**src/rtl/mem_stage.sv**
```systemverilog
// Y86-64 memory stage: performs the data-memory access for one executed
// instruction at a time and hands a registered result to write-back.
module mem_stage #(
  parameter logic [63:0] ADDR_LIMIT = 64'd8192,
  parameter int unsigned TIMEOUT    = 16
) (
  input  logic        clk,
  input  logic        rst,
  input  logic        e_valid,
  output logic        e_ready,
  input  logic [3:0]  e_icode,
  input  logic [2:0]  e_stat,
  input  logic [63:0] e_valE,
  input  logic [63:0] e_valA,
  input  logic [63:0] e_valP,
  input  logic        e_Cnd,
  input  logic [3:0]  e_dstE,
  input  logic [3:0]  e_dstM,
  output logic        mem_req,
  output logic        mem_we,
  output logic [63:0] mem_addr,
  output logic [63:0] mem_wdata,
  input  logic        mem_ack,
  input  logic [63:0] mem_rdata,
  input  logic        mem_err,
  output logic        m_valid,
  input  logic        w_ready,
  output logic [3:0]  m_icode,
  output logic [2:0]  m_stat,
  output logic [63:0] m_valE,
  output logic [63:0] m_valM,
  output logic        m_Cnd,
  output logic [3:0]  m_dstE,
  output logic [3:0]  m_dstM,
  output logic        halted
);

  localparam int TW = $clog2(TIMEOUT + 1);

  localparam logic [2:0] STAT_AOK = 3'd1;
  localparam logic [2:0] STAT_ADR = 3'd3;
  localparam logic [3:0] REG_NONE = 4'hF;

  localparam logic [3:0] IC_RMMOVQ = 4'h4;
  localparam logic [3:0] IC_MRMOVQ = 4'h5;
  localparam logic [3:0] IC_CALL   = 4'h8;
  localparam logic [3:0] IC_RET    = 4'h9;
  localparam logic [3:0] IC_PUSHQ  = 4'hA;
  localparam logic [3:0] IC_POPQ   = 4'hB;

  typedef enum logic [1:0] {
    S_IDLE   = 2'd0,
    S_ACCESS = 2'd1,
    S_FULL   = 2'd2
  } state_t;

  state_t state_q, state_d;

  logic          halted_q, halted_d;
  logic [TW-1:0] tmo_q, tmo_d;
  logic          rd_q, rd_d;
  logic          we_q, we_d;
  logic [63:0]   addr_q, addr_d;
  logic [63:0]   wdata_q, wdata_d;
  logic [3:0]    icode_q, icode_d;
  logic [2:0]    stat_q, stat_d;
  logic [63:0]   valE_q, valE_d;
  logic [63:0]   valM_q, valM_d;
  logic          cnd_q, cnd_d;
  logic [3:0]    dstE_q, dstE_d;
  logic [3:0]    dstM_q, dstM_d;

  logic          acc_s, we_s, rd_s, legal_s, start_acc_s, xfer_s, tmo_expire_s;
  logic [63:0]   addr_s, wdata_s;
  logic [2:0]    cap_stat_s;

  // Decode the access an incoming instruction needs and whether it is legal.
  always_comb begin
    acc_s   = 1'b0;
    we_s    = 1'b0;
    rd_s    = 1'b0;
    addr_s  = e_valE;
    wdata_s = e_valA;
    case (e_icode)
      IC_RMMOVQ: begin acc_s = 1'b1; we_s = 1'b1; end
      IC_MRMOVQ: begin acc_s = 1'b1; rd_s = 1'b1; end
      IC_CALL:   begin acc_s = 1'b1; we_s = 1'b1; wdata_s = e_valP; end
      IC_RET:    begin acc_s = 1'b1; rd_s = 1'b1; addr_s = e_valA; end
      IC_PUSHQ:  begin acc_s = 1'b1; we_s = 1'b1; end
      IC_POPQ:   begin acc_s = 1'b1; rd_s = 1'b1; addr_s = e_valA; end
      default:   begin acc_s = 1'b0; end
    endcase
    // Comparing against LIMIT-8 also rejects addresses that would wrap past 2^64.
    legal_s     = (addr_s <= (ADDR_LIMIT - 64'd8));
    start_acc_s = (e_stat == STAT_AOK) && acc_s && legal_s;
    if (e_stat != STAT_AOK) begin
      cap_stat_s = e_stat;
    end else if (acc_s && !legal_s) begin
      cap_stat_s = STAT_ADR;
    end else begin
      cap_stat_s = e_stat;
    end
    xfer_s       = e_valid && e_ready;
    tmo_expire_s = (tmo_q == TW'(TIMEOUT - 1));
  end

  // FSM state register.
  always_ff @(posedge clk) begin
    if (rst) begin
      state_q <= S_IDLE;
    end else begin
      state_q <= state_d;
    end
  end

  // FSM next-state logic; an ack on the expiry edge wins over the timeout.
  always_comb begin
    state_d = state_q;
    case (state_q)
      S_IDLE: begin
        if (xfer_s) begin
          state_d = start_acc_s ? S_ACCESS : S_FULL;
        end else begin
          state_d = S_IDLE;
        end
      end
      S_ACCESS: begin
        if (mem_ack || tmo_expire_s) begin
          state_d = S_FULL;
        end else begin
          state_d = S_ACCESS;
        end
      end
      S_FULL: begin
        if (w_ready) begin
          state_d = S_IDLE;
        end else begin
          state_d = S_FULL;
        end
      end
      default: state_d = S_IDLE;
    endcase
  end

  // FSM outputs decoded from the registered state.
  always_comb begin
    e_ready = (state_q == S_IDLE) && !halted_q;
    mem_req = (state_q == S_ACCESS);
    m_valid = (state_q == S_FULL);
  end

  // Datapath next-state: capture on accept, complete on ack/timeout, halt on retire.
  always_comb begin
    halted_d = halted_q;
    tmo_d    = tmo_q;
    rd_d     = rd_q;
    we_d     = we_q;
    addr_d   = addr_q;
    wdata_d  = wdata_q;
    icode_d  = icode_q;
    stat_d   = stat_q;
    valE_d   = valE_q;
    valM_d   = valM_q;
    cnd_d    = cnd_q;
    dstE_d   = dstE_q;
    dstM_d   = dstM_q;
    case (state_q)
      S_IDLE: begin
        tmo_d = '0;
        if (xfer_s) begin
          icode_d = e_icode;
          stat_d  = cap_stat_s;
          valE_d  = e_valE;
          valM_d  = 64'd0;
          cnd_d   = e_Cnd;
          dstE_d  = e_dstE;
          dstM_d  = (cap_stat_s == STAT_AOK) ? e_dstM : REG_NONE;
          rd_d    = rd_s;
          if (start_acc_s) begin
            we_d    = we_s;
            addr_d  = addr_s;
            wdata_d = wdata_s;
          end else begin
            we_d    = we_q;
          end
        end else begin
          tmo_d = '0;
        end
      end
      S_ACCESS: begin
        if (mem_ack) begin
          tmo_d = '0;
          if (rd_q) begin
            valM_d = mem_rdata;
          end else begin
            valM_d = valM_q;
          end
          if (mem_err) begin
            stat_d = STAT_ADR;
            dstM_d = REG_NONE;
          end else begin
            stat_d = STAT_AOK;
          end
        end else if (tmo_expire_s) begin
          tmo_d  = '0;
          stat_d = STAT_ADR;
          dstM_d = REG_NONE;
        end else begin
          tmo_d = tmo_q + TW'(1);
        end
      end
      S_FULL: begin
        if (w_ready && (stat_q != STAT_AOK)) begin
          halted_d = 1'b1;
        end else begin
          halted_d = halted_q;
        end
      end
      default: begin
        tmo_d = '0;
      end
    endcase
  end

  // Datapath registers.
  always_ff @(posedge clk) begin
    if (rst) begin
      halted_q <= 1'b0;
      tmo_q    <= '0;
      rd_q     <= 1'b0;
      we_q     <= 1'b0;
      addr_q   <= 64'd0;
      wdata_q  <= 64'd0;
      icode_q  <= 4'd0;
      stat_q   <= 3'd0;
      valE_q   <= 64'd0;
      valM_q   <= 64'd0;
      cnd_q    <= 1'b0;
      dstE_q   <= 4'd0;
      dstM_q   <= 4'd0;
    end else begin
      halted_q <= halted_d;
      tmo_q    <= tmo_d;
      rd_q     <= rd_d;
      we_q     <= we_d;
      addr_q   <= addr_d;
      wdata_q  <= wdata_d;
      icode_q  <= icode_d;
      stat_q   <= stat_d;
      valE_q   <= valE_d;
      valM_q   <= valM_d;
      cnd_q    <= cnd_d;
      dstE_q   <= dstE_d;
      dstM_q   <= dstM_d;
    end
  end

  assign mem_we    = we_q;
  assign mem_addr  = addr_q;
  assign mem_wdata = wdata_q;
  assign m_icode   = icode_q;
  assign m_stat    = stat_q;
  assign m_valE    = valE_q;
  assign m_valM    = valM_q;
  assign m_Cnd     = cnd_q;
  assign m_dstE    = dstE_q;
  assign m_dstM    = dstM_q;
  assign halted    = halted_q;

endmodule

```
**config.mk**
```make
export PLATFORM = sky130hd
export DESIGN_NAME = mem_stage
export DESIGN_NICKNAME = d
export VERILOG_FILES = /design/src/rtl/mem_stage.sv
export SDC_FILE = /design/constraint.sdc
export NUM_CORES = 1
export LEC_CHECK = 0
export BUFFER_PORTS_ARGS = -buffer_cell sky130_fd_sc_hd__buf_2
export CORE_AREA = 2 2 214 216
export DETAILED_ROUTE_END_ITERATION = 16
export DIE_AREA = 0 0 216 218
export PLACE_DENSITY = 0.55
export SETUP_SLACK_MARGIN = 0.2
export SYNTH_ARGS = -nofsm -noshare
export SYNTH_HDL_FRONTEND = slang
export SYNTH_SLANG_ARGS = --single-unit
export TNS_END_PERCENT = 10
```
**constraint.sdc**
```tcl
create_clock -name clk -period 2.45 [get_ports clk]
set_clock_uncertainty 0.2 [all_clocks]
set_input_delay 0.49 -clock clk [delete_from_list [all_inputs] [get_ports clk]]
set_output_delay 0.49 -clock clk [all_outputs]
set_load 0.03 [all_outputs]
```
==> results of run 1 <==
==> logic make-up after synthesis <==
group                    Yosys count  synth area share [%]
adder cells (fa/ha/maj)            1                 0.110
AO/OA/AOI/OAI                    244                  11.0
multiplexers                      78                  7.71
AND/OR/NAND/NOR                  656                  27.4
flip-flops                       282                  49.7
buffers and inverters            114                  4.07
==> cells in the final DEF (no fill, tap or decap), drive strengths merged <==
| cell type | count |
|---|---|
| and3b | 1 |
| nor4 | 27 |
| a31oi | 1 |
| clkbuf | 46 |
| a21boi | 1 |
| a22oi | 1 |
| dfxtp | 282 |
| clkinvlp | 2 |
| and2 | 3 |
| dlygate4sd3 | 101 |
| nor3 | 9 |
| diode | 7 |
| a32oi | 1 |
| nor3b | 53 |
| nand3b | 2 |
| buf | 684 |
| nand4 | 11 |
| nand2 | 374 |
| bufinv | 7 |
| ha | 1 |
| or3 | 3 |
| nand3 | 71 |
| and3 | 2 |
| a211oi | 7 |
| o21a | 2 |
| o21ai | 8 |
| a21oi | 222 |
| nor2b | 78 |
| clkinv | 5 |
| mux2i | 1 |
| nor2 | 18 |
| nand2b | 4 |
| inv | 5 |
| mux2 | 77 |
| o31ai | 1 |
==> repair_timing <==
item                       in CTS  in global routing
setup endpoints to repair     132                165
gates resized for setup        15                 30
cloned                          0                  3
buffers inserted                3                  0
pin swaps                       4                  7
hold endpoints to repair      102                  1
==> state kept, by name, summed over array words and instances, names as in the netlist <==
name       count
state_q        2
m_valE        64
m_dstM         4
m_dstE         4
rd_q           1
m_valM        64
tmo_q          5
mem_addr      64
m_Cnd          1
m_icode        4
halted         1
mem_we         1
mem_wdata     64
m_stat         3
==> worst max-delay path, delay by kind of cell <==
kind,cells,cell delay [ns]
mux,1,0.32
buf+inv,5,0.89
simple gates,5,0.94
==> cell type report <==
type	instances	area [um^2]
Fill cell	4604	26700
Sequential cell	282	5650
Multi-Input combinational cell	979	5490
Timing Repair Buffer	788	5170
Clock buffer	43	871
Tap cell	600	751
Clock inverter	14	264
Inverter	5	20.0
Antenna cell	7	17.5
==> metrics by stage <==
step | std cells | setup WS (ns) | area [um^2] | TNS [ns]
after floorplan | 1375 | 0.114 | 11400 | 0
after global placement | 2547 | -0.815 | 15700 | -104.27
after detailed placement | 2547 | -0.826 | 15700 | -104.99
after CTS | 2708 | 0.0453 | 18000 | 0
after global routing | 2717 | -0.00794 | 18200 | -0.0245
final | 2718 | 0.0336 | 18200 | 0
==> where the power goes <==
group	total, mW	switching (mW)	leakage [nW]	internal (mW)
sequential	4.73	0.0483	2.28	4.68
clock	5.19	1.97	0.548	3.22
combinational	1.48	0.875	5.63	0.606
total	11.4	2.89	8.46	8.51
==> worst max-delay path by stage <==
stage | end | startpoint | slack, ns
2_1_floorplan | mem_addr[0] | e_valE[55] | 0.11
3_3_place_gp | mem_wdata[7] | e_valE[59] | -0.81
3_5_place_dp | mem_wdata[9] | e_valE[59] | -0.83
4_1_cts | mem_wdata[50] | e_valE[17] | 0.05
5_1_grt | mem_wdata[62] | e_valE[26] | -0.008
6_report | mem_wdata[52] | e_valE[26] | 0.03
==> layer usage <==
metal  global-route usage, %  share of wire [%]  up-vias
met2                    33.1                 47      486
met4                    7.15                3.6        4
li1                        -                  -     6058
met1                    24.5                 42     5974
met5                       0              0.036        -
met3                    4.91                7.5       98
==> implementation parameters, run 1 <==
Parameter                              Value

Synth
  Most used flip-flop cell after synthesis    sky130_fd_sc_hd__dfxtp_1
  Combined area of all synthesized cells    11400 um^2
  Total nets after synthesis    1654
  Gate count of the mapped netlist    1375
  Synthesis warning total    0
  Commonest cells in the synthesized netlist    sky130_fd_sc_hd__nand2_1, sky130_fd_sc_hd__dfxtp_1, sky130_fd_sc_hd__a21oi_1, sky130_fd_sc_hd__clkbuf_1, sky130_fd_sc_hd__nor2b_1
  Area fraction of the dominant cell type after synthesis    49.7%
  Count of flip-flops with a built-in enable after synthesis    0
  Most area-hungry cell type in the Yosys netlist    sky130_fd_sc_hd__dfxtp_1
  Yosys cell types    38
  Avg Inst Size Synth    8.27 um^2
  Most frequently used cell type in the post-synthesis netlist    sky130_fd_sc_hd__nand2_1
  Share of synthesized flip-flops with an asynchronous set or reset    0%
  Cell types with the largest area share after synthesis    sky130_fd_sc_hd__dfxtp_1, sky130_fd_sc_hd__nand2_1, sky130_fd_sc_hd__a21oi_1
  Portion of the post-synthesis area used by sequential elements    49.7%
  Number of synthesized register bits    282

Placement
  Port bufs    554
  Gpl congestion    0.946
  HPWL after DPL    36600 um

STA
  Final Cycle Share    98.6%
  Setup repair after global routing missed its margin    yes
  Tightest slew margin relative to the limit    55.0%
  Final setup violation count    0
  Hold Worst Slack    -0.00449 ns
  Highest clock rate    414 MHz
  Worst-margin pin slew    0.675 ns
  Tmin final    2.42 ns
  Count of endpoints failing hold in the final timing report    1
  Max-slew violation count    0

Clock tree
  Clock Path Buffers    3
  CTS H-tree depth    1
  Clock insertion delay at the later pin of the skew report    0.57 ns
  CTS tree    yes
  Clock transition at the registers of the reported paths    0.06 ns
  Number of hold buffers added after CTS    101
  Clock tree root buffer cell    sky130_fd_sc_hd__clkbuf_16
  TritonCTS Sinks    282
  Total clock buffers created by CTS    31

Die
  Die width    216 um
  Site Rows    78
  Area of the core    44900 um^2
  Starting Density    25.3%
  Die Height    218 um
  Total I/O pin count    555
  Area of the die    47100 um^2

Worst setup path
  Crit path capture type    flip-flop
  Reg-to-Reg Start    state_q[0]
  R2R depth    6
  Critical Path Start Type    input pin
  Crit path max-delay cell type    sky130_fd_sc_hd__mux2_1
  Data arrival time of the critical path    2.66 ns
  CP Max Fanout    9
  Cell chain of the critical path    buf_2 -> nor4_4 -> buf_4 -> nand4_1 -> nor3_2 -> buf_4 -> nor2_4 -> nor4_4 -> buf_6 -> clkbuf_16 -> mux2_1
  Req. time, crit path    2.69 ns
  Worst Path Class, Setup    in2reg
  Flop-to-flop setup slack    0.25 ns
  Worst reg2reg endpoint    mem_wdata[52]
  Critical path's largest stage delay    0.32 ns

Pwr
  Leakage power    8.46 nW
  Worst-case vdd ir drop    0.452 mV
  Final total power    11.4 mW
  Power density over the cells    625 nW/um^2

Routing
  Vias per std cell    4.64
  Remaining DRCs    0
  Wire length after detailed routing    49700 um
  Antenna Nets Post-Route    0
  First drt pass iteration count    5
  1st-iter DRT viols    911
  WL per Instance    18.3 um
  Via count    12600

GRT
  Number of antenna violations at the first check in global routing    9
  First-pass GRT wire length    72500 um
  Largest net degree at the start of global routing    90
  Via count of the first global-routing pass    12300
  Total track usage    19.7%
  GRT Residual Overflow    0

Hold path
  Worst hold path endpoint    m_valE[13]
  Worst hold start    e_valE[13]
  Number of cells traversed by the worst hold path    3
  Worst min-delay path class    in2reg

Flow run
  Max-Cap Viols    0

Layout
  Signed area change from the synthesized netlist to the final layout    60.4%
  Core utilization of the finished layout    40.6%
  Share of cells above drive strength 1    37.9%
  Layout Nets    2366

Status
  Run status    finished, violations left
  Failing checks    negative hold slack
Note: power is estimated with default switching activity, not from simulation.
==> run 2, diff against run 1 <==
- CORE_AREA: 2 2 214 216 -> 8 8 208 210
- PLACE_DENSITY: 0.55 -> 0.6
==> implementation parameters, run 2 (synthesis gave the netlist of run 1 again) <==
Parameter                              Value

Pwr
  P_sw    2.98 mW
  Clk pwr share    45.1%
  Fraction of power spent switching nets    26.5%
  Final total power    11.3 mW
  Power density over the cells    623 nW/um^2
  Portion of total power attributed to sequential cells    42.0%
  Leakage power    8.41 nW
  Worst-case vdd ir drop    0.401 mV
  Combinational share of power    12.8%
  Internal cell power    8.27 mW

Status
  Run status    finished, violations left
  Failing checks    negative setup slack

Worst setup path
  Worst Path Class, Setup    in2reg
  Data arrival time of the critical path    2.86 ns
  CP Max Fanout    5
  Critical Path Start    e_valE[42]
  Crit path capture type    flip-flop
  Req. time, crit path    2.66 ns
  Worst reg2reg endpoint    mem_wdata[46]
  R2R depth    7
  Reg-to-Reg Start    state_q[0]
  Critical Path Start Type    input pin
  Flop-to-flop setup slack    0.36 ns

Routing
  Wire length after detailed routing    52700 um
  First drt pass iteration count    5
  WL per Instance    20.0 um
  Vias per std cell    4.80
  Via count    12600
  1st-iter DRT viols    901
  Antenna Nets Post-Route    0
  Remaining DRCs    0

Layout
  Signed area change from the synthesized netlist to the final layout    58.8%
  Area taken by flip-flops and latches    5650 um^2
  Combined area of the multi-input logic cells    5530 um^2
  Most frequent cells in the layout    sky130_fd_sc_hd__buf_2, sky130_fd_sc_hd__nand2_1, sky130_fd_sc_hd__dfxtp_1, sky130_fd_sc_hd__a21oi_1, sky130_fd_sc_hd__buf_4
  FILL cells    3985
  Leading cell type in the layout, fill and taps excluded    sky130_fd_sc_hd__buf_2
  Share of cells above drive strength 1    39.1%
  Layout Nets    2350

Die
  Starting Density    28.3%
  Die Height    218 um
  Die width    216 um
  Total I/O pin count    555
  Site Rows    74
  Area of the core    40200 um^2
  Area of the die    47100 um^2

Hold path
  Number of cells traversed by the worst hold path    3
  Worst hold path endpoint    m_dstE[2]
  Worst hold start    e_dstE[2]
  Worst min-delay path class    in2reg

GRT
  Total track usage    20.5%
  Largest net degree at the start of global routing    83
  Via count of the first global-routing pass    12600
  First-pass GRT wire length    76200 um
  Number of antenna violations at the first check in global routing    7
  GRT Residual Overflow    0

STA
  Worst-margin pin slew    0.702 ns
  Hold Worst Slack    0.0231 ns
  Tmin final    2.65 ns
  Highest clock rate    378 MHz
  Count of endpoints failing hold in the final timing report    0
  Final setup violation count    127
  Worst setup margin    -0.196 ns
  Final Cycle Share    108%
  Tightest slew margin relative to the limit    53.2%
  Max-slew violation count    0
  Setup repair after global routing missed its margin    yes

Clock tree
  CTS tree    yes
  Clock Path Buffers    3
  Clock tree root buffer cell    sky130_fd_sc_hd__clkbuf_16
  Total clock buffers created by CTS    34
  TritonCTS Sinks    282
  Clock transition at the registers of the reported paths    0.06 ns
  CTS H-tree depth    2
  Clock insertion delay at the later pin of the skew report    0.53 ns

Flow run
  Max-Cap Viols    0

Placement
  Port bufs    554
  HPWL after DPL    38600 um
  Gpl congestion    0.961
## run 2: power groups by stage
stage          clock [mW]  combinational [mW]  sequential, mW
6_report             5.08                1.44            4.73
3_3_place_gp            0                1.31            4.83
2_1_floorplan           0               0.414            5.01
4_1_cts              5.21                1.43            4.73
5_1_grt              5.42                1.55            4.74
3_5_place_dp            0                1.31            4.83
## run 2: worst max-delay path, cell delays in order
cell and delay (ns):
sky130_fd_sc_hd__buf_8 0.10, sky130_fd_sc_hd__nor4_4 0.31, sky130_fd_sc_hd__buf_4 0.18, sky130_fd_sc_hd__nand4_1 0.15, sky130_fd_sc_hd__nor3_4 0.34, sky130_fd_sc_hd__buf_6 0.15, sky130_fd_sc_hd__nor2_4 0.04, sky130_fd_sc_hd__nor4_4 0.28
sky130_fd_sc_hd__buf_6 0.17, sky130_fd_sc_hd__clkbuf_16 0.18, sky130_fd_sc_hd__clkbuf_16 0.15, sky130_fd_sc_hd__mux2_1 0.32
## run 2: per-layer routing
metal  GRT usage (%)  vias to the layer above  part of all wire, %
met4            7.62                        8                  3.2
met2            34.4                      516                   47
met5               0                        -                0.095
li1                -                     6029                    -
met3            6.24                      104                  8.1
met1            24.5                     5967                   41
## run 2: cell type report
cell class                 instances  area share [%]
inverter                           5           0.104
clock inverter                    12           0.610
timing repair buffer             769            28.0
sequential                       282            31.3
tap                              532            3.69
clock buffer                      49            5.64
antenna                            3          0.0416
multi-input combinational        979            30.7
## run 2: metrics by stage
step | cell area (um^2) | utilization [%] | setup TNS, ns | std cells | setup WS (ns)
after detailed placement | 15600 | 38.8 | -110.44 | 2474 | -0.904
after floorplan | 11400 | - | 0 | 1375 | 0.114
final | 18000 | 44.9 | -16.05 | 2631 | -0.196
after global routing | 18000 | 44.9 | -18.71 | 2629 | -0.209
after global placement | 15600 | 38.8 | -111.89 | 2474 | -0.909
after CTS | 17700 | 44.0 | -1.10 | 2618 | -0.0444
## run 2: worst max path at each step
stage	end	slack (ns)	cells after the start
floorplan	mem_addr[0]	0.11	8
global placement	mem_we	-0.91	12
detailed placement	mem_we	-0.90	12
CTS	mem_wdata[47]	-0.04	11
global route	mem_wdata[56]	-0.21	12
finish	mem_wdata[46]	-0.20	12
## run 2: repair_timing
item,in CTS,in global routing
endpoints found under the setup margin,164,135
gates cloned,0,8
buffers inserted,0,2
gates resized for setup,28,42
hold buffers,83,0
endpoints found under the hold margin,83,0
pin swaps,1,4
==> run 3, diff against run 2 <==
==> constraint.sdc (replaced) <==
create_clock -name clk -period 2.45 [get_ports clk]
set_clock_uncertainty 0.2 [all_clocks]
set_input_delay 0.245 -clock clk [delete_from_list [all_inputs] [get_ports clk]]
set_output_delay 0.245 -clock clk [all_outputs]
set_load 0.03 [all_outputs]
==> implementation parameters, run 3 (synthesis gave the netlist of run 1 again) <==
Parameter                              Value

Pwr
  Fraction of power spent switching nets    26.0%
  Power density over the cells    580 nW/um^2
  Final total power    11.3 mW
  Combinational share of power    14.8%
  Clk pwr share    43.2%
  Portion of total power attributed to sequential cells    42.0%
  P_sw    2.93 mW
  Internal cell power    8.35 mW
  Leakage power    9.07 nW
  Worst-case vdd ir drop    0.528 mV

Worst setup path
  Req. time, crit path    2.70 ns
  Dominant delay contributor by cell family on the critical path    simple AND/OR/NAND/NOR gates
  Critical Path Start Type    input pin
  Number of buffer and inverter stages on the critical path    4
  Critical path's largest stage delay    0.34 ns
  Worst Path Class, Setup    in2reg
  CP Max Fanout    8
  Crit path max-delay cell type    sky130_fd_sc_hd__nor4_2
  Crit path capture type    flip-flop
  Data arrival time of the critical path    2.47 ns
  Cell chain of the critical path    buf_2 -> nor4_2 -> nand4_1 -> nor3_4 -> buf_4 -> nor2_1 -> nor4_4 -> buf_6 -> clkbuf_16 -> mux2_4

Routing
  Wire length after detailed routing    54500 um
  First drt pass iteration count    8
  Vias per std cell    4.82
  Via count    13400
  WL per Instance    19.6 um
  Antenna Nets Post-Route    0
  Remaining DRCs    0
  1st-iter DRT viols    1055

Clock tree
  TritonCTS Sinks    282
  Clock Path Buffers    3
  Clock insertion delay at the later pin of the skew report    0.59 ns
  Clock transition at the registers of the reported paths    0.05 ns
  Clock tree root buffer cell    sky130_fd_sc_hd__clkbuf_16
  Total clock buffers created by CTS    31
  CTS tree    yes
  CTS H-tree depth    1

GRT
  Total track usage    21.3%
  Via count of the first global-routing pass    13800
  First-pass GRT wire length    80300 um
  Number of antenna violations at the first check in global routing    5
  Largest net degree at the start of global routing    93
  GRT Residual Overflow    0

Layout
  Leading cell type in the layout, fill and taps excluded    sky130_fd_sc_hd__buf_2
  Signed area change from the synthesized netlist to the final layout    71.0%
  Share of cells above drive strength 1    33.6%
  Core utilization of the finished layout    48.4%
  Most frequent cells in the layout    sky130_fd_sc_hd__buf_2, sky130_fd_sc_hd__nand2_1, sky130_fd_sc_hd__dfxtp_1, sky130_fd_sc_hd__dlygate4sd3_1, sky130_fd_sc_hd__a21oi_1
  Design Area, Final    19400 um^2
  Finished Layout Cells    2783
  Layout Nets    2505

STA
  Count of endpoints failing hold in the final timing report    0
  Max-slew violation count    0
  Tightest slew margin relative to the limit    70.2%
  Setup repair after global routing missed its margin    no
  Final Cycle Share    90.6%
  Final setup violation count    0
  Worst setup margin    0.230 ns
  Highest clock rate    450 MHz
  Worst-margin pin slew    0.446 ns
  Tmin final    2.22 ns
  Hold Worst Slack    0.0404 ns
  Total negative slack for setup checks    0 ns

Placement
  Placed cell area    15400 um^2
  Placed insts    2445
  HPWL after DPL    39000 um
  Port bufs    554
  Gpl congestion    0.984
  Worst slack at placement    -0.501 ns

Die
  Die Height    218 um
  Starting Density    28.3%
  Area of the core    40200 um^2
  Site Rows    74
  Area of the die    47100 um^2
  Die width    216 um
  Total I/O pin count    555

Flow run
  Max-Cap Viols    0

Status
  Run status    completed

Hold path
  Worst min-delay path class    in2reg
-- run 3: cell types whose count changed in the layout (fill, tap and decap cells not counted), sizes merged --
cell,delta
buf,-30
bufinv,+2
clkbuf,-6
clkinv,-5
clkinvlp,+1
diode,-1
dlygate4sd3,+188
dlymetal6s2s,+1
dlymetal6s4s,+3
inv,-1
-- run 3: power by group through the flow --
stage | clock network, mW | logic [mW] | registers, mW
CTS | 4.98 | 1.63 | 4.73
floorplan | 0 | 0.413 | 5.01
global route | 5.18 | 1.78 | 4.74
global placement | 0 | 1.26 | 4.83
finish | 4.87 | 1.67 | 4.73
detailed placement | 0 | 1.27 | 4.83
-- run 3: area by class of cell --
cell class | count | area [um^2]
Tap cell | 532 | 666
Clock inverter | 9 | 141
Clock buffer | 47 | 926
Inverter | 5 | 18.8
Fill cell | 3804 | 20700
Multi-Input combinational cell | 979 | 5420
Antenna cell | 2 | 5.00
Sequential cell | 282 | 5650
Timing Repair Buffer | 927 | 6620
-- run 3: worst register-to-register path: stages (launching register included) --
cell                        delay [ns]
sky130_fd_sc_hd__dfxtp_1          0.36
sky130_fd_sc_hd__nor3_4           0.26
sky130_fd_sc_hd__nand2_4          0.11
sky130_fd_sc_hd__nor4_4           0.21
sky130_fd_sc_hd__buf_6            0.23
sky130_fd_sc_hd__clkbuf_16        0.20
sky130_fd_sc_hd__mux2_4           0.30
-- run 3: repair_timing --
action / in CTS / in global routing
hold buffers: 273 / 2
hold endpoints to repair: 226 / 2
gates cloned: 0 / 3
endpoints found under the setup margin: 92 / 127
pin swaps: 0 / 10
gates resized for setup: 1 / 43
buffers inserted: 0 / 2
-- run 3: final timing paths --
| kind | to | startpoint | cells past startpoint | slack, ns |
|---|---|---|---|---|
| setup / recovery | mem_wdata[18] | e_valE[38] | 10 | 0.23 |
| hold / removal | mem_wdata[22] | e_valA[22] | 4 | 0.04 |
| setup reg to reg | mem_wdata[18] | state_q[0] | 6 | 0.44 |
| hold reg to reg | m_valE[34] | m_valE[34] | 2 | 0.25 |
-- run 3: per-layer routing --
metal | routed length, um | vias up | track usage (%)
met5 | 37 | - | 0
li1 | - | 6331 | -
met4 | 2700 | 6 | 11.0
met1 | 20900 | 6339 | 24.3
met3 | 4590 | 149 | 5.84
met2 | 26300 | 601 | 36.3
